## src/rtl/matrix_display_seq_if.sv

```systemverilog
// Matrix memory read port between matrix_display_seq (master) and the
// matrix memory (slave). Read data is expected one slow_clk edge after the
// registered rd_en/rd_addr pair is presented.
interface matrix_display_seq_if #(
  parameter int DATA_W = 8,
  parameter int ADDR_W = 6
);
  logic              rd_en;
  logic [ADDR_W-1:0] rd_addr;
  logic [DATA_W-1:0] rd_data;

  modport master (
    output rd_en,
    output rd_addr,
    input  rd_data
  );

  modport slave (
    input  rd_en,
    input  rd_addr,
    output rd_data
  );
endinterface

```

## src/rtl/matrix_display_seq.sv

```systemverilog
// matrix_display_seq: walks a ROWS x COLS matrix held in memory one element
// at a time and holds each element on the display outputs for DWELL ticks.
// Optional column-major traversal is enabled by defining the macro
// MATRIX_DISPLAY_SEQ_TRANSPOSE_EN, which adds the transpose input.
//
// state    | meaning
// ---------+-------------------------------------------------------------
// ST_IDLE  | waiting for start; display outputs keep their last values
// ST_FETCH | read strobe issued last tick, capture rd_data this tick
// ST_SHOW  | element on display, dwell countdown running (hold freezes it)
module matrix_display_seq #(
  parameter int ROWS   = 2,
  parameter int COLS   = 2,
  parameter int DATA_W = 8,
  parameter int ADDR_W = 6,
  parameter int DWELL  = 1,
  localparam int ROW_W = ($clog2(ROWS) > 0) ? $clog2(ROWS) : 1,
  localparam int COL_W = ($clog2(COLS) > 0) ? $clog2(COLS) : 1,
  localparam int CNT_W = ($clog2(DWELL) > 0) ? $clog2(DWELL) : 1
) (
  input  logic                 slow_clk,
  input  logic                 rst,
  input  logic                 start,
  input  logic                 mode_loop,
  input  logic                 stop,
  input  logic                 hold,
  input  logic [ADDR_W-1:0]    base_addr,
`ifdef MATRIX_DISPLAY_SEQ_TRANSPOSE_EN
  input  logic                 transpose,
`endif
  matrix_display_seq_if.master mem,
  output logic [DATA_W-1:0]    value,
  output logic                 value_valid,
  output logic [ROW_W-1:0]     row_idx,
  output logic [COL_W-1:0]     col_idx,
  output logic                 busy,
  output logic                 done
);

  typedef enum logic [1:0] {
    ST_IDLE  = 2'd0,
    ST_FETCH = 2'd1,
    ST_SHOW  = 2'd2
  } state_t;

  state_t            state_q, state_d;
  logic [ROW_W-1:0]  row_q, row_d;
  logic [COL_W-1:0]  col_q, col_d;
  logic [CNT_W-1:0]  cnt_q, cnt_d;
  logic [ADDR_W-1:0] base_q, base_d;
  logic              loop_q, loop_d;
  logic              col_major;

  logic              rd_en_d;
  logic [ADDR_W-1:0] rd_addr_d;
  logic [DATA_W-1:0] value_d;
  logic              value_valid_d;
  logic [ROW_W-1:0]  row_idx_d;
  logic [COL_W-1:0]  col_idx_d;
  logic              busy_d;
  logic              done_d;

  logic              row_last, col_last, elem_last;
  logic [ROW_W-1:0]  adv_row;
  logic [COL_W-1:0]  adv_col;

`ifdef MATRIX_DISPLAY_SEQ_TRANSPOSE_EN
  logic trn_q, trn_d;
  assign col_major = trn_q;
`else
  assign col_major = 1'b0;
`endif

  // Row-major address of (r, c); the sum wraps modulo 2^ADDR_W.
  function automatic logic [ADDR_W-1:0] elem_addr(
    input logic [ADDR_W-1:0] b,
    input logic [ROW_W-1:0]  r,
    input logic [COL_W-1:0]  c
  );
    return b + ADDR_W'(int'(r) * COLS) + ADDR_W'(int'(c));
  endfunction

  // Successor coordinates in the selected traversal order (only used when
  // the current element is not the last one, so no wrap past the end).
  always_comb begin
    row_last  = (row_q == ROW_W'(ROWS - 1));
    col_last  = (col_q == COL_W'(COLS - 1));
    elem_last = row_last && col_last;
    adv_row   = row_q;
    adv_col   = col_q;
    if (col_major) begin
      if (row_last) begin
        adv_row = '0;
        adv_col = col_q + 1'b1;
      end else begin
        adv_row = row_q + 1'b1;
      end
    end else begin
      if (col_last) begin
        adv_col = '0;
        adv_row = row_q + 1'b1;
      end else begin
        adv_col = col_q + 1'b1;
      end
    end
  end

  // Next-state and next-output decode.
  always_comb begin
    state_d       = state_q;
    row_d         = row_q;
    col_d         = col_q;
    cnt_d         = cnt_q;
    base_d        = base_q;
    loop_d        = loop_q;
`ifdef MATRIX_DISPLAY_SEQ_TRANSPOSE_EN
    trn_d         = trn_q;
`endif
    rd_en_d       = 1'b0;
    rd_addr_d     = mem.rd_addr;
    value_d       = value;
    value_valid_d = 1'b0;
    row_idx_d     = row_idx;
    col_idx_d     = col_idx;
    busy_d        = busy;
    done_d        = 1'b0;

    unique case (state_q)
      ST_IDLE: begin
        if (start) begin
          base_d    = base_addr;
          loop_d    = mode_loop;
`ifdef MATRIX_DISPLAY_SEQ_TRANSPOSE_EN
          trn_d     = transpose;
`endif
          row_d     = '0;
          col_d     = '0;
          rd_addr_d = base_addr;
          rd_en_d   = 1'b1;
          busy_d    = 1'b1;
          state_d   = ST_FETCH;
        end
      end
      ST_FETCH: begin
        value_d       = mem.rd_data;
        value_valid_d = 1'b1;
        row_idx_d     = row_q;
        col_idx_d     = col_q;
        cnt_d         = CNT_W'(DWELL - 1);
        state_d       = ST_SHOW;
      end
      ST_SHOW: begin
        if (!hold) begin
          if (cnt_q != '0) begin
            cnt_d = cnt_q - 1'b1;
          end else if (loop_q && stop) begin
            // stop ends loop mode after the current element, last or not
            done_d  = 1'b1;
            busy_d  = 1'b0;
            state_d = ST_IDLE;
          end else if (!elem_last) begin
            row_d     = adv_row;
            col_d     = adv_col;
            rd_addr_d = elem_addr(base_q, adv_row, adv_col);
            rd_en_d   = 1'b1;
            state_d   = ST_FETCH;
          end else if (loop_q) begin
            done_d    = 1'b1;
            row_d     = '0;
            col_d     = '0;
            rd_addr_d = base_q;
            rd_en_d   = 1'b1;
            state_d   = ST_FETCH;
          end else begin
            done_d  = 1'b1;
            busy_d  = 1'b0;
            state_d = ST_IDLE;
          end
        end
      end
      default: begin
        busy_d  = 1'b0;
        state_d = ST_IDLE;
      end
    endcase
  end

  // State, index, counter and registered-output update; reset aborts a pass.
  always_ff @(posedge slow_clk or posedge rst) begin
    if (rst) begin
      state_q     <= ST_IDLE;
      row_q       <= '0;
      col_q       <= '0;
      cnt_q       <= '0;
      base_q      <= '0;
      loop_q      <= 1'b0;
`ifdef MATRIX_DISPLAY_SEQ_TRANSPOSE_EN
      trn_q       <= 1'b0;
`endif
      mem.rd_en   <= 1'b0;
      mem.rd_addr <= '0;
      value       <= '0;
      value_valid <= 1'b0;
      row_idx     <= '0;
      col_idx     <= '0;
      busy        <= 1'b0;
      done        <= 1'b0;
    end else begin
      state_q     <= state_d;
      row_q       <= row_d;
      col_q       <= col_d;
      cnt_q       <= cnt_d;
      base_q      <= base_d;
      loop_q      <= loop_d;
`ifdef MATRIX_DISPLAY_SEQ_TRANSPOSE_EN
      trn_q       <= trn_d;
`endif
      mem.rd_en   <= rd_en_d;
      mem.rd_addr <= rd_addr_d;
      value       <= value_d;
      value_valid <= value_valid_d;
      row_idx     <= row_idx_d;
      col_idx     <= col_idx_d;
      busy        <= busy_d;
      done        <= done_d;
    end
  end

endmodule

```

## src/flat_wrapper.sv

```systemverilog
// flat-port wrapper written by rule: the top's interface ports become plain ports
module matrix_display_seq_flat 
#(
  parameter int ROWS   = 2,
  parameter int COLS   = 2,
  parameter int DATA_W = 8,
  parameter int ADDR_W = 6,
  parameter int DWELL  = 1,
  localparam int ROW_W = ($clog2(ROWS) > 0) ? $clog2(ROWS) : 1,
  localparam int COL_W = ($clog2(COLS) > 0) ? $clog2(COLS) : 1,
  localparam int CNT_W = ($clog2(DWELL) > 0) ? $clog2(DWELL) : 1
)
  (slow_clk, rst, start, mode_loop, stop, hold, base_addr, value, value_valid, row_idx, col_idx, busy, done, mem_rd_en, mem_rd_addr, mem_rd_data);
  matrix_display_seq_if #(.DATA_W(DATA_W), .ADDR_W(ADDR_W)) mem_i ();
  input  logic slow_clk;
  input  logic rst;
  input  logic start;
  input  logic mode_loop;
  input  logic stop;
  input  logic hold;
  input  logic [ADDR_W-1:0] base_addr;
  output logic [DATA_W-1:0] value;
  output logic value_valid;
  output logic [ROW_W-1:0] row_idx;
  output logic [COL_W-1:0] col_idx;
  output logic busy;
  output logic done;
  output wire logic [$bits(mem_i.rd_en)-1:0] mem_rd_en;
  output wire logic [$bits(mem_i.rd_addr)-1:0] mem_rd_addr;
  input wire logic [$bits(mem_i.rd_data)-1:0] mem_rd_data;
  assign mem_rd_en = mem_i.rd_en;
  assign mem_rd_addr = mem_i.rd_addr;
  assign mem_i.rd_data = mem_rd_data;
  matrix_display_seq #(.ROWS(ROWS), .COLS(COLS), .DATA_W(DATA_W), .ADDR_W(ADDR_W), .DWELL(DWELL)) u_core (.slow_clk(slow_clk), .rst(rst), .start(start), .mode_loop(mode_loop), .stop(stop), .hold(hold), .base_addr(base_addr), .mem(mem_i), .value(value), .value_valid(value_valid), .row_idx(row_idx), .col_idx(col_idx), .busy(busy), .done(done));
endmodule
```

## config.mk

```make
export PLATFORM = sky130hd
export DESIGN_NAME = matrix_display_seq_flat
export DESIGN_NICKNAME = d
export VERILOG_FILES = /design/src/rtl/matrix_display_seq_if.sv /design/src/rtl/matrix_display_seq.sv /design/src/flat_wrapper.sv
export SDC_FILE = /design/constraint.sdc
export NUM_CORES = 1
export LEC_CHECK = 0
export BUFFER_PORTS_ARGS = -buffer_cell sky130_fd_sc_hd__buf_2
export CAP_MARGIN = 20
export CORE_MARGIN = 2
export CORE_UTILIZATION = 40
export CTS_CLUSTER_DIAMETER = 120
export DETAILED_ROUTE_END_ITERATION = 16
export PLACE_DENSITY = 0.66
export SYNTH_ARGS = -nofsm -noshare
export SYNTH_HDL_FRONTEND = slang
export SYNTH_SLANG_ARGS = --single-unit
```

## constraint.sdc

```tcl
create_clock -name slow_clk -period 2.1 [get_ports slow_clk]
set_clock_uncertainty 0.05 [all_clocks]
set_input_delay 0.21 -clock slow_clk [delete_from_list [all_inputs] [get_ports slow_clk]]
set_output_delay 0.21 -clock slow_clk [all_outputs]
set_load 0.005 [all_outputs]
```

Word level (Yosys, flattened, before mapping)
Cells that the tools add are included.
Word-level totals
  output and inout port bits: 20
  register bits after elaboration: 32
  logic and storage cells: 90
Operators by class
  muxes and demuxes: 51
  reductions and logical operators: 10
  bitwise operators: 1
  equal/unequal tests: 9
  $add $sub $neg: 5
Operators with widths (count)
  $mux 6: 6
  $mux 1: 33
  $pmux 6 s2: 1
  $reduce_and 6->1: 2
  $mux 2: 5
  $ne 2x2->1 const B: 4
  $pmux 1 s2: 4
  $add 6x1->6: 1
  $add 6x2->6: 1
  $pmux 2 s3: 1
  $reduce_and 2->1: 2
  $reduce_bool 2->1: 2
  $ne 3x1->1 const B: 1
  $ne 3x2->1 const B: 1
  $ne 3x3->1 const B: 1
  $pmux 1 s3: 1
  $reduce_and 3->1: 1
  $add 1x1->1 const B: 2
  $eq 2x1->1 const B: 1
  $eq 2x2->1 const B: 1
  $logic_and 1x1->1: 2
  $logic_not 2->1: 1
  $not 1->1: 1
  $sub 1x1->1 const B: 1

Depth between registers and ports, before layout
Gate-level depths: netlist (run 1).
  depth in word-level cells: 9
  depth in mapped cells: 8
  gate-level depth less buffers: 8

Worst setup path after synthesis (run 1)
Ideal clock, no wire load.
  path type: reg2reg
  start point: reg u_core.col_q, in the netlist u_core.col_last
  end point: reg u_core.mem.rd_addr[4]
  arrival time: 1910 ps
  required time: 1967 ps
  library setup time: 83 ps
  path buffers: 0
  path slack: 58 ps
  cell stages (with the launch flop): 8
  cells stage by stage: dfrtp_1 ha_1 inv_1 fa_1 nor4bb_1 xor2_1 mux2i_1 o21ai_0
Between the ends
  longest elaborated chain between the ends: 8
  elaborated cells between the ends (all ways): 13
RTL lines
  start, declared: line matrix_display_seq.sv:48  | logic [COL_W-1:0] col_q, col_d;
  start signal, assigned: line matrix_display_seq.sv:211  | col_q <= col_d;
  $mux 1 / $add 1x1->1 (equally long branches)
  $add 6x2->6 / $mux 1 (equally long branches): line matrix_display_seq.sv:80, matrix_display_seq.sv:99
  $add 6x1->6: line matrix_display_seq.sv:80  | return b + ADDR_W'(int'(r) * COLS) + ADDR_W'(int'(c));
  $mux 6: line matrix_display_seq.sv:161  | end else if (!elem_last) begin
  $mux 6: line matrix_display_seq.sv:156  | end else if (loop_q && stop) begin
  $mux 6: line matrix_display_seq.sv:154  | if (cnt_q != '0) begin
  $mux 6: line matrix_display_seq.sv:153  | if (!hold) begin
  $pmux 6 s2: line matrix_display_seq.sv:128  | unique case (state_q)
  end signal, assigned: line matrix_display_seq.sv:219  | mem.rd_addr <= rd_addr_d;
  end, declared: line matrix_display_seq_if.sv:14  | output rd_addr,
Parallel ways exist; a longest one is shown, timed or not. The select of a mux whose other input is x is not followed.
A chain may end at the register's enable or synchronous reset.

Final worst setup path (run 1)
  start point: reg u_core.col_q, in the netlist u_core.col_last
  end point: reg u_core.mem.rd_addr[2]
The elaborated chain is that of the path after synthesis.

==> flow_metrics.env, run 1 <==
export IMPL_status="complete, no violations"
export IMPL_synthAdderAreaFrac=0.03979
export IMPL_start_kind="register"
export IMPL_place_ws_ps=-53.87
export IMPL_rsz0062_at_grt="false"
export IMPL_drcViolationCount=0
export IMPL_grt_use_total=0.1643
export IMPL_hold_viol_final=0
export IMPL_yosysWarnings=0
export IMPL_clock_latency_ps=340
export IMPL_cts_sinks=31
export IMPL_cts_tree="built"
export IMPL_fin_util=0.5374
export IMPL_p_total_mw=2.693
export IMPL_yosys_mux_area_fraction=0.1133
export IMPL_fin_setup_tns_ps=0
export IMPL_synthesis_nets=157
export IMPL_cts_path_max_buffers=2
export IMPL_syn_area_um2=1446
export IMPL_initial_core_util=0.4234
export IMPL_ys_seq_area_frac=0.5363
export IMPL_grt_pass1_vias=1154
export IMPL_die_area_um2=4113
export IMPL_dp_cells=218
export IMPL_drt_iter0_drc=33
export IMPL_worstPathRequired_ps=2320
export IMPL_coreArea_um2=3416
export IMPL_nFillCells=321
export IMPL_area_growth_pct=26.90
export IMPL_nNetsFinal=205
export IMPL_fin_crit_sh=0.9482
export IMPL_maxCapViolCount=0
export IMPL_grt_max_degree=32
export IMPL_power_switching_mw=0.9518
export IMPL_num_io_pins=40
export IMPL_synth_compound_area_frac=0.1168
export IMPL_wl_mm=2.969
export IMPL_antenna_found_initial=0
export IMPL_rows=21
export IMPL_maxSlewHeadroom=0.6661
export IMPL_diodes=0
export IMPL_post_drt_wl_per_cell_um=13.02
export IMPL_cp_max_fo=3
export IMPL_cts_root_buffer="clkbuf_4"
export IMPL_peakVddDrop_v=0.0005718
export IMPL_overflow=0
export IMPL_power_frac_clock=0.181
export IMPL_synth_xor_area_frac=0.01817
export IMPL_final_cells=228
export IMPL_cts_buffers=5
export IMPL_drt_vias_per_instance=4.965
export IMPL_synthCells=133
export IMPL_setup_viol=0
export IMPL_drtPass1Iterations=4
export IMPL_via_count=1132
export IMPL_p_leak_nw=0.9146
export IMPL_synth_top_family_by_area="simple AND/OR/NAND/NOR gates"
export IMPL_final_layout_size_suffix_gt1_frac=0.3901
export IMPL_setup_ws_ps=108.8
export IMPL_syn_avg_cell_area_um2=10.88
export IMPL_gp_congestion=0.7829
export IMPL_die_w_um=64.13
export IMPL_seqPwrFrac=0.385
export IMPL_max_clock_freq_ghz=0.5022
export IMPL_port_buffers=39
export IMPL_synth_seq_cells=31
export IMPL_mostFrequentLayoutCell="buf_2"
export IMPL_final_cell_mix="buf_2 (39), dfrtp_1 (31), nand2_1 (26)"
export IMPL_cts_htree_levels=2
export IMPL_ant_nets=0
export IMPL_drv_slew=0
export IMPL_end_kind="register"
export IMPL_switching_share=0.3534
export IMPL_dpl_hpwl_mm=2.126
export IMPL_die_h_um=64.13
export IMPL_min_path_type="input port to register"
export IMPL_p_per_area_nw_per_um2=1467
export IMPL_combPwrFrac=0.433
export IMPL_crit_type="register to register"
export IMPL_grt_pass1_wl_mm=5.064
export IMPL_clk_pin_slew_ps=100
export IMPL_internal_power_mw=1.741
export IMPL_worst_pin_slew_ps=500.9
export IMPL_ys_types=31
export IMPL_critPathArrivalTime_ps=2210
export IMPL_synthSimpleGateAreaFrac=0.1263
export IMPL_post_route_min_period_ps=1991
## power by group through the flow
stage / Combinational, mW / Clock [mW] / Sequential [mW]
global route: 1.31 / 0.540 / 1.08
detailed placement: 1.13 / 0 / 1.05
finish: 1.17 / 0.489 / 1.04
global placement: 1.11 / 0 / 1.04
CTS: 1.16 / 0.508 / 1.04
floorplan: 0.737 / 0 / 1.06
## what timing repair did
| action | 4_1_cts | 5_1_grt |
|---|---|---|
| hold buffers | 1 | 0 |
| endpoints found under the hold margin | 31 | 0 |
| resized for setup | 3 | 2 |
| setup buffers | 1 | 0 |
| pin swaps | 1 | 3 |
| endpoints found under the setup margin | 1 | 2 |
## cells in the mapped netlist
master     count  share of area
or2b_1         1         0.0052
o21ai_0       10          0.035
buf_6          1         0.0078
nand4_1        1         0.0043
a2111oi_4      1          0.019
nor4bb_1       1         0.0069
clkbuf_1       2         0.0052
nor3_1         1         0.0035
o22ai_1        1         0.0043
mux2_2        11          0.086
fa_1           1          0.014
dfrtp_1       31           0.54
nand3_1        1         0.0035
nor3b_1        3          0.016
mux2i_1        4          0.028
a21oi_2        1         0.0061
ha_1           3          0.026
inv_1         10          0.026
xor2_1         1         0.0061
o211ai_1       3          0.016
a211oi_1       1         0.0052
nor2_1         2         0.0052
or3_1          1         0.0043
nor4_1         1         0.0043
nand2_1       26          0.067
or3b_1         1         0.0061
o21ai_2        1         0.0061
buf_2          3          0.010
xnor2_1        2          0.012
a21oi_1        6          0.021
o21bai_1       1         0.0052
## per-stage QoR
stage | hold slack [ps] | area, µm²
6_report | 22.64 | 1836
5_1_grt | 21.23 | 1836
4_1_cts | 10.70 | 1823
3_5_place_dp | 257.2 | 1710
3_3_place_gp | 250.0 | 1710
2_1_floorplan | 233.5 | 1446
## layer usage
| metal | track usage | vias up | part of all wire |
|---|---|---|---|
| met4 | 0.07979 | 0 | 0.021 |
| li1 | - | 553 | - |
| met5 | 0 | - | 0 |
| met3 | 0.05810 | 5 | 0.041 |
| met1 | 0.1943 | 549 | 0.43 |
| met2 | 0.2656 | 25 | 0.50 |
## path summary, 6_finish.rpt
check                                            from               endpoint  slack [ps]  cells after the start
worst max register to register        u_core.col_last  u_core.mem.rd_addr[2]         110                      7
min in group asynchronous                         rst     u_core.value_valid         440                      4
max in group asynchronous                         rst        u_core.value[1]        1270                      4
worst min-delay path                     base_addr[2]       u_core.base_q[2]          20                      3
worst min register to register  u_core.mem.rd_addr[1]  u_core.mem.rd_addr[1]         430                      2
worst max-delay path                  u_core.col_last  u_core.mem.rd_addr[2]         110                      7
## worst max-delay path, stage by stage (launching register included)
cell and delay (ps):
dfrtp_1 420, ha_1 310, inv_1 70, fa_2 370, or3_1 380, a21oi_2 140
a21oi_1 50, o21ai_0 150
## area by class of cell
| type | instances | area (µm²) | share of cell area |
|---|---|---|---|
| Inverter | 10 | 37.54 | 0.02045 |
| Tap cell | 46 | 57.56 | 0.03136 |
| Clock buffer | 6 | 51.30 | 0.02795 |
| Clock inverter | 2 | 35.03 | 0.01909 |
| Multi-Input combinational cell | 86 | 620.6 | 0.3381 |
| Timing Repair Buffer | 47 | 257.7 | 0.1404 |
| Sequential cell | 31 | 775.7 | 0.4226 |
## flip-flops by register name, indices dropped and copies added, names as in the netlist
name                count
u_core.value_valid      1
u_core.mem.rd_en        1
u_core.mem.rd_addr      6
u_core.col_last         1
u_core.state_q          2
u_core.col_idx          1
u_core.row_idx          1
u_core.loop_q           1
u_core.busy             1
u_core.value            8
u_core.done             1
u_core.row_last         1
u_core.base_q           6
## logic make-up (layout without fill, tap and decap cells)
group	after synthesis	count (layout)
mux	15	15
buf+inv	16	65
fa+ha+maj	4	4
flops	31	31
simple gates	39	39
compound gates	25	25
xor+xnor	3	3
(Power assumes the default switching activity.)
==> run 2, diff against run 1 <==
--- a/config.mk
+++ b/config.mk
@@ -11,7 +11,7 @@
 export CORE_UTILIZATION = 40
 export CTS_CLUSTER_DIAMETER = 120
 export DETAILED_ROUTE_END_ITERATION = 16
-export PLACE_DENSITY = 0.66
+export PLACE_DENSITY_LB_ADDON = 0.12
 export SYNTH_ARGS = -nofsm -noshare
 export SYNTH_HDL_FRONTEND = slang
 export SYNTH_SLANG_ARGS = --single-unit
==> run 2 against run 1 <==
Total power down 3.2%. Via count down 2.8%. Wire length down 3.2%. Maximum frequency up 2.4%. Setup slack better by 46 ps. Utilization down 0.40 points. Combinational power about the same.
==> flow_metrics.env, run 2 (synthesized netlist as in run 1, its figures left out) <==
export IMPL_status="complete, no violations"
export IMPL_grt_pass1_vias=1125
export IMPL_overflow=0
export IMPL_largest_reg_flops=8
export IMPL_cp_max_fo=3
export IMPL_cp_top_family="adder cells"
export IMPL_seqPwrFrac=0.402
export IMPL_die_h_um=64.13
export IMPL_area_growth_pct=25.95
export IMPL_die_w_um=64.13
export IMPL_cts_root_buffer="clkbuf_4"
export IMPL_drtPass1Iterations=3
export IMPL_cts_buffers=5
export IMPL_clock_latency_ps=330
export IMPL_slowest_delay_ps=430
export IMPL_initial_core_util=0.4234
export IMPL_fin_crit_sh=0.9264
export IMPL_drt_vias_per_instance=4.825
export IMPL_antenna_found_initial=0
export IMPL_end_kind="register"
export IMPL_ant_nets=0
export IMPL_final_cell_mix="buf_2 (39), dfrtp_1 (31), nand2_1 (26)"
export IMPL_dpl_hpwl_mm=2.122
export IMPL_drcViolationCount=0
export IMPL_maxCapViolCount=0
export IMPL_crit_type="register to register"
export IMPL_rsz0062_at_grt="false"
export IMPL_via_count=1100
export IMPL_switching_share=0.3639
export IMPL_peakVddDrop_v=0.0007245
export IMPL_post_drt_wl_per_cell_um=12.61
export IMPL_p_per_area_nw_per_um2=1431
export IMPL_start_kind="register"
export IMPL_final_layout_size_suffix_gt1_frac=0.3901
export IMPL_setup_viol=0
export IMPL_critPathArrivalTime_ps=2150
export IMPL_cp_slowest_cell="dfrtp_1"
export IMPL_grt_pass1_wl_mm=5.085
export IMPL_wl_mm=2.874
export IMPL_cts_sinks=31
export IMPL_mostFrequentLayoutCell="buf_2"
export IMPL_stdcell_area_um2=1822
export IMPL_nNetsFinal=205
export IMPL_maxSlewHeadroom=0.6658
export IMPL_path_cells="ha_4 -> inv_1 -> fa_2 -> nor4bb_2 -> xor2_1 -> mux2i_1 -> o21ai_1"
export IMPL_internal_power_mw=1.658
export IMPL_port_buffers=39
export IMPL_num_io_pins=40
export IMPL_diodes=0
export IMPL_min_path_type="input port to register"
export IMPL_fin_setup_tns_ps=0
export IMPL_power_frac_clock=0.153
export IMPL_top_register="u_core.value"
export IMPL_cts_path_max_buffers=2
export IMPL_grt_max_degree=32
export IMPL_rows=21
export IMPL_worstPathRequired_ps=2300
export IMPL_post_route_min_period_ps=1945
export IMPL_die_area_um2=4113
export IMPL_grt_use_total=0.1638
export IMPL_setup_ws_ps=154.6
export IMPL_placed_cell_area_um2=1710
export IMPL_drt_iter0_drc=23
export IMPL_cp_num_buf_inv=1
export IMPL_coreArea_um2=3416
export IMPL_place_ws_ps=-35.78
export IMPL_nFillCells=318
export IMPL_power_switching_mw=0.9486
export IMPL_cts_tree="built"
export IMPL_max_clock_freq_ghz=0.5140
export IMPL_combPwrFrac=0.445
export IMPL_worst_pin_slew_ps=501.3
export IMPL_hold_viol_final=0
export IMPL_cts_htree_levels=2
export IMPL_p_leak_nw=0.9013
export IMPL_gp_congestion=0.8050
export IMPL_largest_registers="u_core.value x8, u_core.base_q x6, u_core.mem.rd_addr x6"
export IMPL_clk_pin_slew_ps=100
export IMPL_drv_slew=0
-- run 2: path summary, 6_finish.rpt --
path	from	end	slack, ps	cells after the start
max	u_core.row_last	u_core.mem.rd_addr[4]	150	7
min reg2reg	u_core.mem.rd_addr[0]	u_core.mem.rd_addr[0]	430	2
min	mode_loop	u_core.loop_q	20	3
max in group asynchronous	rst	u_core.mem.rd_addr[1]	1280	4
min in group asynchronous	rst	u_core.value[7]	430	4
max reg2reg	u_core.row_last	u_core.mem.rd_addr[4]	150	7
-- run 2: power by group through the flow --
stage	registers (mW)	clock network (mW)	logic [mW]
floorplan	1.06	0	0.737
global placement	1.04	0	1.11
detailed placement	1.06	0	1.14
global route	1.09	0.442	1.33
finish	1.05	0.399	1.16
CTS	1.05	0.419	1.16
-- run 2: tightest hold or removal path, delay by kind of cell --
kind,cells,cell delay [ps]
buffers and inverters,1,70
and+or+nand+nor,2,90
-- run 2: metal layers --
metal | share of wire | up-vias | global-route usage | wire, µm
li1 | - | 548 | - | -
met1 | 0.43 | 516 | 0.1869 | 1243
met2 | 0.48 | 31 | 0.2773 | 1393
met3 | 0.070 | 5 | 0.07218 | 200
met4 | 0.013 | 0 | 0.04787 | 37
met5 | 0 | - | 0 | 0
-- run 2: area by class of cell --
class	instances	area, µm²	area share
tap	46	57.56	0.03159
sequential	31	775.7	0.4258
inverter	10	37.54	0.02060
multi-input combinational	86	624.3	0.3427
clock buffer	8	68.82	0.03777
timing repair buffer	47	257.7	0.1415
-- run 2: metrics by stage --
step	utilization	cells	hold WS, ps	power, mW
3_5_place_dp	0.5007	218	264.1	2.197
5_1_grt	0.5333	228	16.54	2.859
6_report	0.5333	228	22.02	2.607
2_1_floorplan	-	133	233.5	1.795
3_3_place_gp	0.5007	218	255.4	2.147
4_1_cts	0.5264	227	2.905	2.628
-- run 2: timing repair --
item                                   CTS  global route
pin swaps                                0             4
resized for setup                        2             4
buffers inserted                         0             1
endpoints found under the hold margin   31             0
setup endpoints to repair                2             2
hold buffers                             1             0
==> run 3, diff against run 2 <==
--- a/config.mk
+++ b/config.mk
@@ -7,11 +7,12 @@
 export LEC_CHECK = 0
 export BUFFER_PORTS_ARGS = -buffer_cell sky130_fd_sc_hd__buf_2
 export CAP_MARGIN = 20
-export CORE_MARGIN = 2
+export CORE_MARGIN = 4
 export CORE_UTILIZATION = 40
 export CTS_CLUSTER_DIAMETER = 120
 export DETAILED_ROUTE_END_ITERATION = 16
 export PLACE_DENSITY_LB_ADDON = 0.12
+export RECOVER_POWER = 100
 export SYNTH_ARGS = -nofsm -noshare
 export SYNTH_HDL_FRONTEND = slang
 export SYNTH_SLANG_ARGS = --single-unit
==> run 3 against run 2 <==
Via count increased by 2.8%. Sequential power barely moved. Worst hold slack gained 18 ps. Largest cell class unchanged. Combinational power is essentially flat. Die area increased by 13%.
==> flow_metrics.env, run 3 (synthesized netlist as in run 1, its figures left out) <==
export IMPL_status="complete, no violations"
export IMPL_regArea_um2=775.7
export IMPL_num_io_pins=40
export IMPL_stdcell_area_um2=1777
export IMPL_seqPwrFrac=0.423
export IMPL_drtPass1Iterations=3
export IMPL_clk_pin_slew_ps=90
export IMPL_final_layout_size_suffix_gt1_frac=0.3000
export IMPL_gp_congestion=0.7904
export IMPL_peakVddDrop_v=0.0006009
export IMPL_antenna_found_initial=0
export IMPL_internal_power_mw=1.549
export IMPL_maxCapViolCount=0
export IMPL_worstPathRequired_ps=2310
export IMPL_worst_pin_slew_ps=764.8
export IMPL_die_w_um=68.13
export IMPL_initial_core_util=0.4234
export IMPL_grt_max_degree=32
export IMPL_end_kind="register"
export IMPL_die_area_um2=4642
export IMPL_via_count=1131
export IMPL_maxSlewHeadroom=0.4901
export IMPL_port_buffers=39
export IMPL_critPathArrivalTime_ps=2170
export IMPL_post_drt_wl_per_cell_um=13.26
export IMPL_diodes=0
export IMPL_mostFrequentLayoutCell="dfrtp_1"
export IMPL_cts_htree_levels=2
export IMPL_drcViolationCount=0
export IMPL_power_switching_mw=0.9511
export IMPL_area_growth_pct=22.84
export IMPL_drv_slew=0
export IMPL_cts_tree="built"
export IMPL_cp_max_fo=3
export IMPL_cp_num_buf_inv=1
export IMPL_ant_nets=0
export IMPL_slowest_delay_ps=430
export IMPL_p_per_area_nw_per_um2=1407
export IMPL_grt_pass1_vias=1246
export IMPL_overflow=0
export IMPL_hold_viol_final=0
export IMPL_cp_top_family="adder cells"
export IMPL_path_cells="ha_4 -> inv_1 -> fa_2 -> or3_1 -> a21oi_2 -> a21oi_1 -> o21ai_1"
export IMPL_min_path_type="input port to register"
export IMPL_nNetsFinal=205
export IMPL_cts_sinks=31
export IMPL_post_route_min_period_ps=1966
export IMPL_combPwrFrac=0.455
export IMPL_clock_latency_ps=330
export IMPL_cts_path_max_buffers=2
export IMPL_cp_slowest_cell="dfrtp_1"
export IMPL_start_kind="register"
export IMPL_largest_reg_flops=8
export IMPL_top_register="u_core.value"
export IMPL_wl_mm=2.997
export IMPL_rsz0062_at_grt="false"
export IMPL_nFillCells=350
export IMPL_rows=21
export IMPL_final_cell_mix="dfrtp_1 (31), nand2_1 (26), buf_2 (26)"
export IMPL_finalHoldWorstSlack_ps=40.46
export IMPL_placed_cell_area_um2=1710
export IMPL_grt_pass1_wl_mm=5.423
export IMPL_drt_vias_per_instance=5.004
export IMPL_multi_input_comb_area_um2=633.1
export IMPL_cts_root_buffer="clkbuf_4"
export IMPL_cts_buffers=5
export IMPL_largest_registers="u_core.value x8, u_core.base_q x6, u_core.mem.rd_addr x6"
export IMPL_crit_type="register to register"
export IMPL_setup_viol=0
export IMPL_power_frac_clock=0.122
export IMPL_drt_iter0_drc=50
export IMPL_dpl_hpwl_mm=2.171
export IMPL_coreArea_um2=3416
export IMPL_p_leak_nw=0.8399
export IMPL_fin_crit_sh=0.9363
export IMPL_switching_share=0.3804
export IMPL_grt_use_total=0.1626
export IMPL_die_h_um=68.13
export IMPL_max_clock_freq_ghz=0.5086
run 3: repair_timing:
item,CTS,global route
endpoints found under the hold margin,31,0
resized for setup,2,5
pin swaps,1,2
hold buffers,1,0
endpoints found under the setup margin,2,2
buffers inserted,0,1
run 3: worst register-to-register path, stage by stage, from the launching register on:
cell and delay (ps):
dfrtp_1 430, ha_4 280, inv_1 60, fa_2 400, or3_1 370, a21oi_2 130
a21oi_1 50, o21ai_1 130
run 3: through the flow:
stage | std cells | setup WS, ps | total power, mW | setup TNS (ps) | utilization
floorplan | 133 | 57.83 | 1.795 | 0 | -
global placement | 218 | 65.81 | 2.157 | 0 | 0.5007
CTS | 225 | 20.80 | 2.524 | 0 | 0.5183
finish | 226 | 133.8 | 2.500 | 0 | 0.5201
detailed placement | 218 | -7.070 | 2.195 | -7.070 | 0.5007
global route | 226 | 6.460 | 2.767 | 0 | 0.5201
run 3: power groups by stage:
| stage | combinational [mW] | sequential [mW] | clock [mW] |
|---|---|---|---|
| 6_report | 1.14 | 1.06 | 0.305 |
| 5_1_grt | 1.31 | 1.10 | 0.352 |
| 4_1_cts | 1.15 | 1.05 | 0.322 |
| 3_5_place_dp | 1.13 | 1.06 | 0 |
| 3_3_place_gp | 1.12 | 1.04 | 0 |
| 2_1_floorplan | 0.737 | 1.06 | 0 |
run 3: layer usage:
metal | vias to the layer above | GRT usage | routed length, µm
met5 | - | 0 | 0
met1 | 549 | 0.1675 | 1170
met2 | 30 | 0.2804 | 1540
met4 | 0 | 0.08189 | 70
met3 | 7 | 0.06897 | 215
li1 | 545 | - | -
run 3: final cells by class:
cell class,count,area share
Inverter,10,0.02113
Timing Repair Buffer,47,0.1303
Tap cell,46,0.03239
Sequential cell,31,0.4366
Multi-Input combinational cell,86,0.3563
Clock buffer,6,0.02324
run 3: final timing paths:
check,startpoint,endpoint,depth (start not counted),slack (ps)
max in group asynchronous,rst,u_core.value[6],4,930
max,u_core.col_last,u_core.mem.rd_addr[2],7,130
min in group asynchronous,rst,u_core.value_valid,4,590
min reg2reg,u_core.mem.rd_addr[0],u_core.mem.rd_addr[0],2,440
max reg2reg,u_core.col_last,u_core.mem.rd_addr[2],7,130
min,mode_loop,u_core.loop_q,3,40
